==> src/rtl/hex_display_arbiter_pkg.sv <==
// Shared definitions for the hex display arbiter: FSM state encoding,
// owner codes reported on the owner port, and the idle-timer width.
package hex_display_arbiter_pkg;

    // Arbiter state; encoded so that the state value equals the owner code.
    typedef enum logic [1:0] {
        IDLE     = 2'b00,
        HOLD_CPU = 2'b01,
        HOLD_DBG = 2'b10
    } arb_state_t;

    // Owner codes presented on the owner output.
    localparam logic [1:0] OWNER_NONE = 2'b00;
    localparam logic [1:0] OWNER_CPU  = 2'b01;
    localparam logic [1:0] OWNER_DBG  = 2'b10;

    // Width of the inactivity timer used by the optional blanking feature.
    localparam int IDLE_CNT_W = 26;

    // Maps an arbiter state onto the externally visible owner code.
    function automatic logic [1:0] owner_code(input arb_state_t st);
        case (st)
            HOLD_CPU: return OWNER_CPU;
            HOLD_DBG: return OWNER_DBG;
            default:  return OWNER_NONE;
        endcase
    endfunction

endpackage

==> src/rtl/hex_display_arbiter_dwell_counter.sv <==
// Loadable down-counter that saturates at zero and flags when it is there.
// Used for the owner dwell time and, optionally, for the inactivity timer.
// Load has priority over clear, clear has priority over counting.
module hex_display_arbiter_dwell_counter #(
    parameter int WIDTH = 8
) (
    input  logic             clock,
    input  logic             reset,
    input  logic             i_load,
    input  logic [WIDTH-1:0] i_load_value,
    input  logic             i_count_en,
    input  logic             i_clear,
    output logic             o_done
);

    logic [WIDTH-1:0] r_count;

    // Count register: load, clear, or decrement toward zero and stay there.
    always_ff @(posedge clock) begin
        if (reset) begin
            r_count <= '0;
        end else if (i_load) begin
            r_count <= i_load_value;
        end else if (i_clear) begin
            r_count <= '0;
        end else if (i_count_en && (r_count != '0)) begin
            r_count <= r_count - WIDTH'(1);
        end
    end

    assign o_done = (r_count == '0);

endmodule

==> src/rtl/hex_display_arbiter.sv <==
// Two-source arbiter for the shared 4-digit hex display.
// The processor and the debug path each request with a level req held until
// its one-cycle ack. A newly granted owner keeps the display for at least
// DWELL_CYCLES cycles; the current owner may refresh its value at any time.
// Contention while free is settled by a round-robin pointer.
// Optional feature macro: HEX_DISPLAY_BLANK_TIMEOUT_EN -- when defined, the
// display blanks (returns to IDLE) after IDLE_TIMEOUT cycles with no accept.
module hex_display_arbiter
    import hex_display_arbiter_pkg::*;
#(
    parameter int DWELL_CYCLES = 1024,
    parameter int IDLE_TIMEOUT = 50000000
) (
    input  logic        clock,
    input  logic        reset,
    input  logic        cpu_req,
    input  logic [15:0] cpu_data,
    output logic        cpu_ack,
    input  logic        dbg_req,
    input  logic [15:0] dbg_data,
    output logic        dbg_ack,
    output logic [15:0] display_value,
    output logic        display_enable,
    output logic [1:0]  owner
);

    localparam int                 DWELL_W    = $clog2(DWELL_CYCLES + 1);
    localparam logic [DWELL_W-1:0] DWELL_LOAD = DWELL_W'(DWELL_CYCLES - 1);

    // Reject parameter values outside the supported range at elaboration.
    generate
        if ((DWELL_CYCLES < 1) || (DWELL_CYCLES > (1 << 20))) begin : g_bad_dwell
            $error("DWELL_CYCLES must lie in 1 .. 2**20");
        end
        if ((IDLE_TIMEOUT < 1) || (IDLE_TIMEOUT > (1 << IDLE_CNT_W))) begin : g_bad_timeout
            $error("IDLE_TIMEOUT must lie in 1 .. 2**26");
        end
    endgenerate

    // Registered state
    arb_state_t  r_state;
    logic [15:0] r_display_value;
    logic        r_cpu_ack;
    logic        r_dbg_ack;
    logic        r_rr_dbg;        // 1: debug path wins the next contention

    // Next-state and control wires
    arb_state_t  w_state_next;
    logic [15:0] w_value_next;
    logic        w_cpu_ack_next;
    logic        w_dbg_ack_next;
    logic        w_rr_dbg_next;
    logic        w_dwell_load;
    logic        w_accept;
    logic        w_dwell_done;
    logic        w_idle_done;
    logic        w_free;
    logic        w_cpu_ok;
    logic        w_dbg_ok;
    logic        w_grant_cpu;
    logic        w_grant_dbg;

    // Minimum-ownership timer, loaded only when ownership changes hands.
    hex_display_arbiter_dwell_counter #(
        .WIDTH        (DWELL_W)
    ) u_dwell (
        .clock        (clock),
        .reset        (reset),
        .i_load       (w_dwell_load),
        .i_load_value (DWELL_LOAD),
        .i_count_en   (1'b1),
        .i_clear      (1'b0),
        .o_done       (w_dwell_done)
    );

`ifdef HEX_DISPLAY_BLANK_TIMEOUT_EN
    // Inactivity timer: restarted by every accept, runs while an owner holds
    // the display, parked at zero while idle. Counting down from
    // IDLE_TIMEOUT-1 gives the same expiry point as counting up to it.
    hex_display_arbiter_dwell_counter #(
        .WIDTH        (IDLE_CNT_W)
    ) u_idle (
        .clock        (clock),
        .reset        (reset),
        .i_load       (w_accept),
        .i_load_value (IDLE_CNT_W'(IDLE_TIMEOUT - 1)),
        .i_count_en   (r_state != IDLE),
        .i_clear      (r_state == IDLE),
        .o_done       (w_idle_done)
    );
`else
    assign w_idle_done = 1'b0;
`endif

    // Eligibility: a req just acked is ignored for one cycle; a non-owner
    // may only take the display when the arbiter is free.
    always_comb begin
        w_free   = (r_state == IDLE) || w_dwell_done;
        w_cpu_ok = cpu_req && !r_cpu_ack && (w_free || (r_state == HOLD_CPU));
        w_dbg_ok = dbg_req && !r_dbg_ack && (w_free || (r_state == HOLD_DBG));
    end

    // Grant selection; the pointer only moves on real contention and then
    // points at the loser.
    always_comb begin
        w_grant_cpu   = w_cpu_ok;
        w_grant_dbg   = w_dbg_ok;
        w_rr_dbg_next = r_rr_dbg;
        if (w_cpu_ok && w_dbg_ok) begin
            w_grant_cpu   = !r_rr_dbg;
            w_grant_dbg   = r_rr_dbg;
            w_rr_dbg_next = !r_rr_dbg;
        end
    end

    // FSM next state, latched value and ack pulses.
    always_comb begin
        w_state_next   = r_state;
        w_value_next   = r_display_value;
        w_cpu_ack_next = 1'b0;
        w_dbg_ack_next = 1'b0;
        w_dwell_load   = 1'b0;
        w_accept       = 1'b0;
        if (w_grant_cpu) begin
            w_state_next   = HOLD_CPU;
            w_value_next   = cpu_data;
            w_cpu_ack_next = 1'b1;
            w_dwell_load   = (r_state != HOLD_CPU);
            w_accept       = 1'b1;
        end else if (w_grant_dbg) begin
            w_state_next   = HOLD_DBG;
            w_value_next   = dbg_data;
            w_dbg_ack_next = 1'b1;
            w_dwell_load   = (r_state != HOLD_DBG);
            w_accept       = 1'b1;
        end else if ((r_state != IDLE) && w_idle_done) begin
            // Only reachable with the blanking timer built in; the value is
            // kept so a later re-enable shows the last content.
            w_state_next   = IDLE;
        end
    end

    // State and output registers.
    always_ff @(posedge clock) begin
        if (reset) begin
            r_state         <= IDLE;
            r_display_value <= 16'h0000;
            r_cpu_ack       <= 1'b0;
            r_dbg_ack       <= 1'b0;
            r_rr_dbg        <= 1'b0;
        end else begin
            r_state         <= w_state_next;
            r_display_value <= w_value_next;
            r_cpu_ack       <= w_cpu_ack_next;
            r_dbg_ack       <= w_dbg_ack_next;
            r_rr_dbg        <= w_rr_dbg_next;
        end
    end

    assign cpu_ack        = r_cpu_ack;
    assign dbg_ack        = r_dbg_ack;
    assign display_value  = r_display_value;
    assign display_enable = (r_state != IDLE);
    assign owner          = owner_code(r_state);

endmodule

==> config.mk <==
export PLATFORM = sky130hd
export DESIGN_NAME = hex_display_arbiter
export DESIGN_NICKNAME = d
export VERILOG_FILES = /design/src/rtl/hex_display_arbiter_pkg.sv /design/src/rtl/hex_display_arbiter_dwell_counter.sv /design/src/rtl/hex_display_arbiter.sv
export SDC_FILE = /design/constraint.sdc
export NUM_CORES = 1
export LEC_CHECK = 0
export ABC_CLOCK_PERIOD_IN_PS = 3150
export CAP_MARGIN = 0
export CORE_ASPECT_RATIO = 1.5
export CORE_MARGIN = 8
export CORE_UTILIZATION = 42
export CTS_CLUSTER_DIAMETER = 120
export DETAILED_ROUTE_END_ITERATION = 10
export PLACE_DENSITY = 0.75
export SYNTH_ARGS = -nofsm -noshare
export SYNTH_HDL_FRONTEND = slang
export SYNTH_HIERARCHICAL = 1
export SYNTH_SLANG_ARGS = --single-unit
==> constraint.sdc <==
create_clock -name clock -period 3.15 [get_ports clock]
set_input_delay 0.63 -clock clock [delete_from_list [all_inputs] [get_ports clock]]
set_output_delay 0.63 -clock clock [all_outputs]
set_load 0.1 [all_outputs]
==> metrics, run 1 <==
max-cap viol count 0; mux cell area share after synthesis 0%; slowest cell delay on critical path 0.34 ns; multi-input logic area 1135 µm²; Longest Clk Path Bufs 2; Leakage 1.083 nW; Die X 70.03 µm; Compound-Gate Fraction of Synth Area 34.01%; adder-cell share of the synthesized area 0.6803%; # port buffers 56; unrepaired setup endpoints after global routing no; Avg Cell Area, Syn 8.360 µm²; DR iter-0 viols 157; register area 640.6 µm²; # setup viols final 0; Data required, critical path 3.36 ns; global placer's final weighted congestion 0.8273; Worst-path clk slew 0.07 ns; clk_skew 0.006335 ns; FMAX 0.3385 GHz; CP max-delay cell or2b_2; TritonCTS clock tree built; period utilization 93.78%; cell row count 29; Synth Area in Simple Gates 20.54%; worst-margin pin slew 0.6911 ns; Die ar. 6796 µm²; Synth Register Bits 32; first-pass GRT wire length 8.404 mm; CTS Hold Bufs 0; Ant. Diodes 0; postcts setup bufs 0; drt drc 0; clock sinks 32; All-Layer GR Usage 14.62%; CTS buffer count 5; top-area cell type share of the netlist area 34.83%; Post-DP HPWL 3.747 mm; Initial Utilization 43.70%; synth cell count leaders dfxtp_1 (32), nand2_1 (30), a21oi_1 (26); endpoints failing hold 0; cell chain of the critical path inv_1 > ha_1 > or2b_2 > or2_2 > nor3_4 > nand2b_4 > a311o_1 > o22ai_1 > or2_4 > o41ai_1 > o21ai_0 > a21oi_1; Slew headroom 53.50%; XOR/XNOR Fraction of Synth Area 0.4762%; vias per cell 5.334; setup TNS 0 ns; synthesized area 1839 µm²; Crit path arrival time 3.16 ns; layout cells sized above 1 22.59%; final core utilization 61.83%; Async S/R FF share, synth 0%; Final WS setup 0.1960 ns; Layout Area Growth over Synthesis 41.50%; fillers 396; Ys Warns 6; initial antenna violation count 0; Worst-Skew Late Latency 0.28 ns; Tmin final 2.954 ns; P per Cell Area 751.7 nW/µm²; VDD IR max 0.4722 mV; instance count of the mapped netlist 220; status finished clean; final net count 337; Yosys top cell by area dfxtp_1; Final Slew Violations 0; crit path max fanout 15; main combinational cell family by area after synthesis compound AO/OA/AOI/OAI gates; Area contributors post-synth dfxtp_1 (35%), a221oi_2 (7.3%), a21oi_1 (7.1%), nand2_1 (6.1%), inv_1 (4.3%); I/O Pins 57; leading cell type by number of instances after synthesis dfxtp_1; clk root buf clkbuf_8; Placed Area 2477 µm²; Post-synth top flop dfxtp_1; Post-synth EDFFs 0; drt total wl 5.082 mm; kind of critical path register to register; TritonRoute pass-1 iters 4; Hold Path Class register to register; Distinct cells, synth 50; pre-CTS setup slack 0.1295 ns; crit path capture type register; Final Instance Area 2603 µm²; vias in the first global route 1,773; Die Ht 97.05 µm; Seq/Total Area, Yosys 34.83%; total number of vias 1,851; Core ar. 4209 µm²; Avg WL per Cell 14.65 µm; largest net degree at the start of global routing 33; CTS H-tree lvls 2; post-route ant nets 0; Setup crit start kind register; GRT Residual Overflow 0
cell usage in the layout (no fill, tap or decap), types with 3 or more instances in the layout:
cell / instances
a21oi_1: 26
a311oi_1: 3
o21ai_0: 8
clkdlybuf4s50_1: 35
nor2b_1: 4
or2_2: 3
clkbuf_8: 5
a221oi_1: 7
buf_4: 31
nand2_1: 30
dfxtp_1: 32
inv_1: 21
conb_1: 22
nor3_1: 7
nor2_1: 9
a221oi_2: 9
metrics by stage:
stage | hold WS (ns) | power, mW | cells
2_1_floorplan | 0.4397 | 1.329 | 240
3_3_place_gp | 0.4476 | 1.552 | 339
3_5_place_dp | 0.4560 | 1.563 | 339
4_1_cts | 0.4670 | 1.956 | 347
5_1_grt | 0.4853 | 2.072 | 347
6_report | 0.4617 | 1.956 | 347
final timing paths:
| path | from | end | slack [ns] | depth (start not counted) |
|---|---|---|---|---|
| worst max register to register | u_dwell/r_count[0] | u_dwell/r_count[9] | 0.20 | 12 |
| worst min register to register | display_value[4] | display_value[4] | 0.46 | 2 |
| worst max-delay path | u_dwell/r_count[0] | u_dwell/r_count[9] | 0.20 | 12 |
| worst min-delay path | display_value[4] | display_value[4] | 0.46 | 2 |
state kept, by name, summed over array words and instances, names as in the netlist:
| register | flops |
|---|---|
| cpu_ack | 1 |
| r_state | 2 |
| display_value | 16 |
| r_rr_dbg | 1 |
| dbg_ack | 1 |
| u_dwell/r_count | 11 |
report_power, final:
group | leakage, nW | switching, mW | internal (mW) | total (mW)
sequential | 0.265 | 0.0615 | 0.480 | 0.541
clock | 0.0552 | 0.153 | 0.235 | 0.388
combinational | 0.763 | 0.695 | 0.332 | 1.03
cell type report:
type	count	area share (%)
multi-input combinational	174	43.61
tap	46	2.212
clock buffer	6	2.788
sequential	32	24.62
timing repair buffer	66	22.40
inverter	21	3.029
clock inverter	2	1.346
worst max-delay path, delay by kind of cell (launching register included):
family | cells | cell delay (ns)
compound gates | 5 | 0.92
fa+ha+maj | 1 | 0.16
simple gates | 5 | 1.40
buf+inv | 1 | 0.07
flops | 1 | 0.33
per-layer routing:
| metal | global-route usage, % | vias to the layer above | wire length [µm] |
|---|---|---|---|
| met3 | 4.908 | 5 | 390 |
| met5 | 0 | - | 0 |
| met1 | 16.47 | 852 | 2120 |
| met2 | 25.26 | 58 | 2525 |
| met4 | 4.037 | 0 | 46 |
| li1 | - | 936 | - |
cells by family (layout without fill, tap and decap cells):
logic type                 after synthesis  in the layout
AOI/OAI and AO/OA                       75             75
and+or+nand+nor                         75             75
buffers and inverters                   34             95
DFF                                     32             32
other                                    2             22
adders and majority gates                1              1
xor gates and xnor gates                 1              1
what timing repair did:
item,CTS,global route
gates resized for setup,0,4
endpoints found under the setup margin,0,10
hold endpoints to repair,0,0
No activity file was read; power rests on OpenSTA's default activity.
==> run 2, diff against run 1 <==
--- a/config.mk
+++ b/config.mk
@@ -6,7 +6,6 @@
 export NUM_CORES = 1
 export LEC_CHECK = 0
 export ABC_CLOCK_PERIOD_IN_PS = 3150
-export CAP_MARGIN = 0
 export CORE_ASPECT_RATIO = 1.5
 export CORE_MARGIN = 8
 export CORE_UTILIZATION = 42
==> results of run 2 <==
Same layout as run 1: the final DEF is identical, and so are final timing and power.
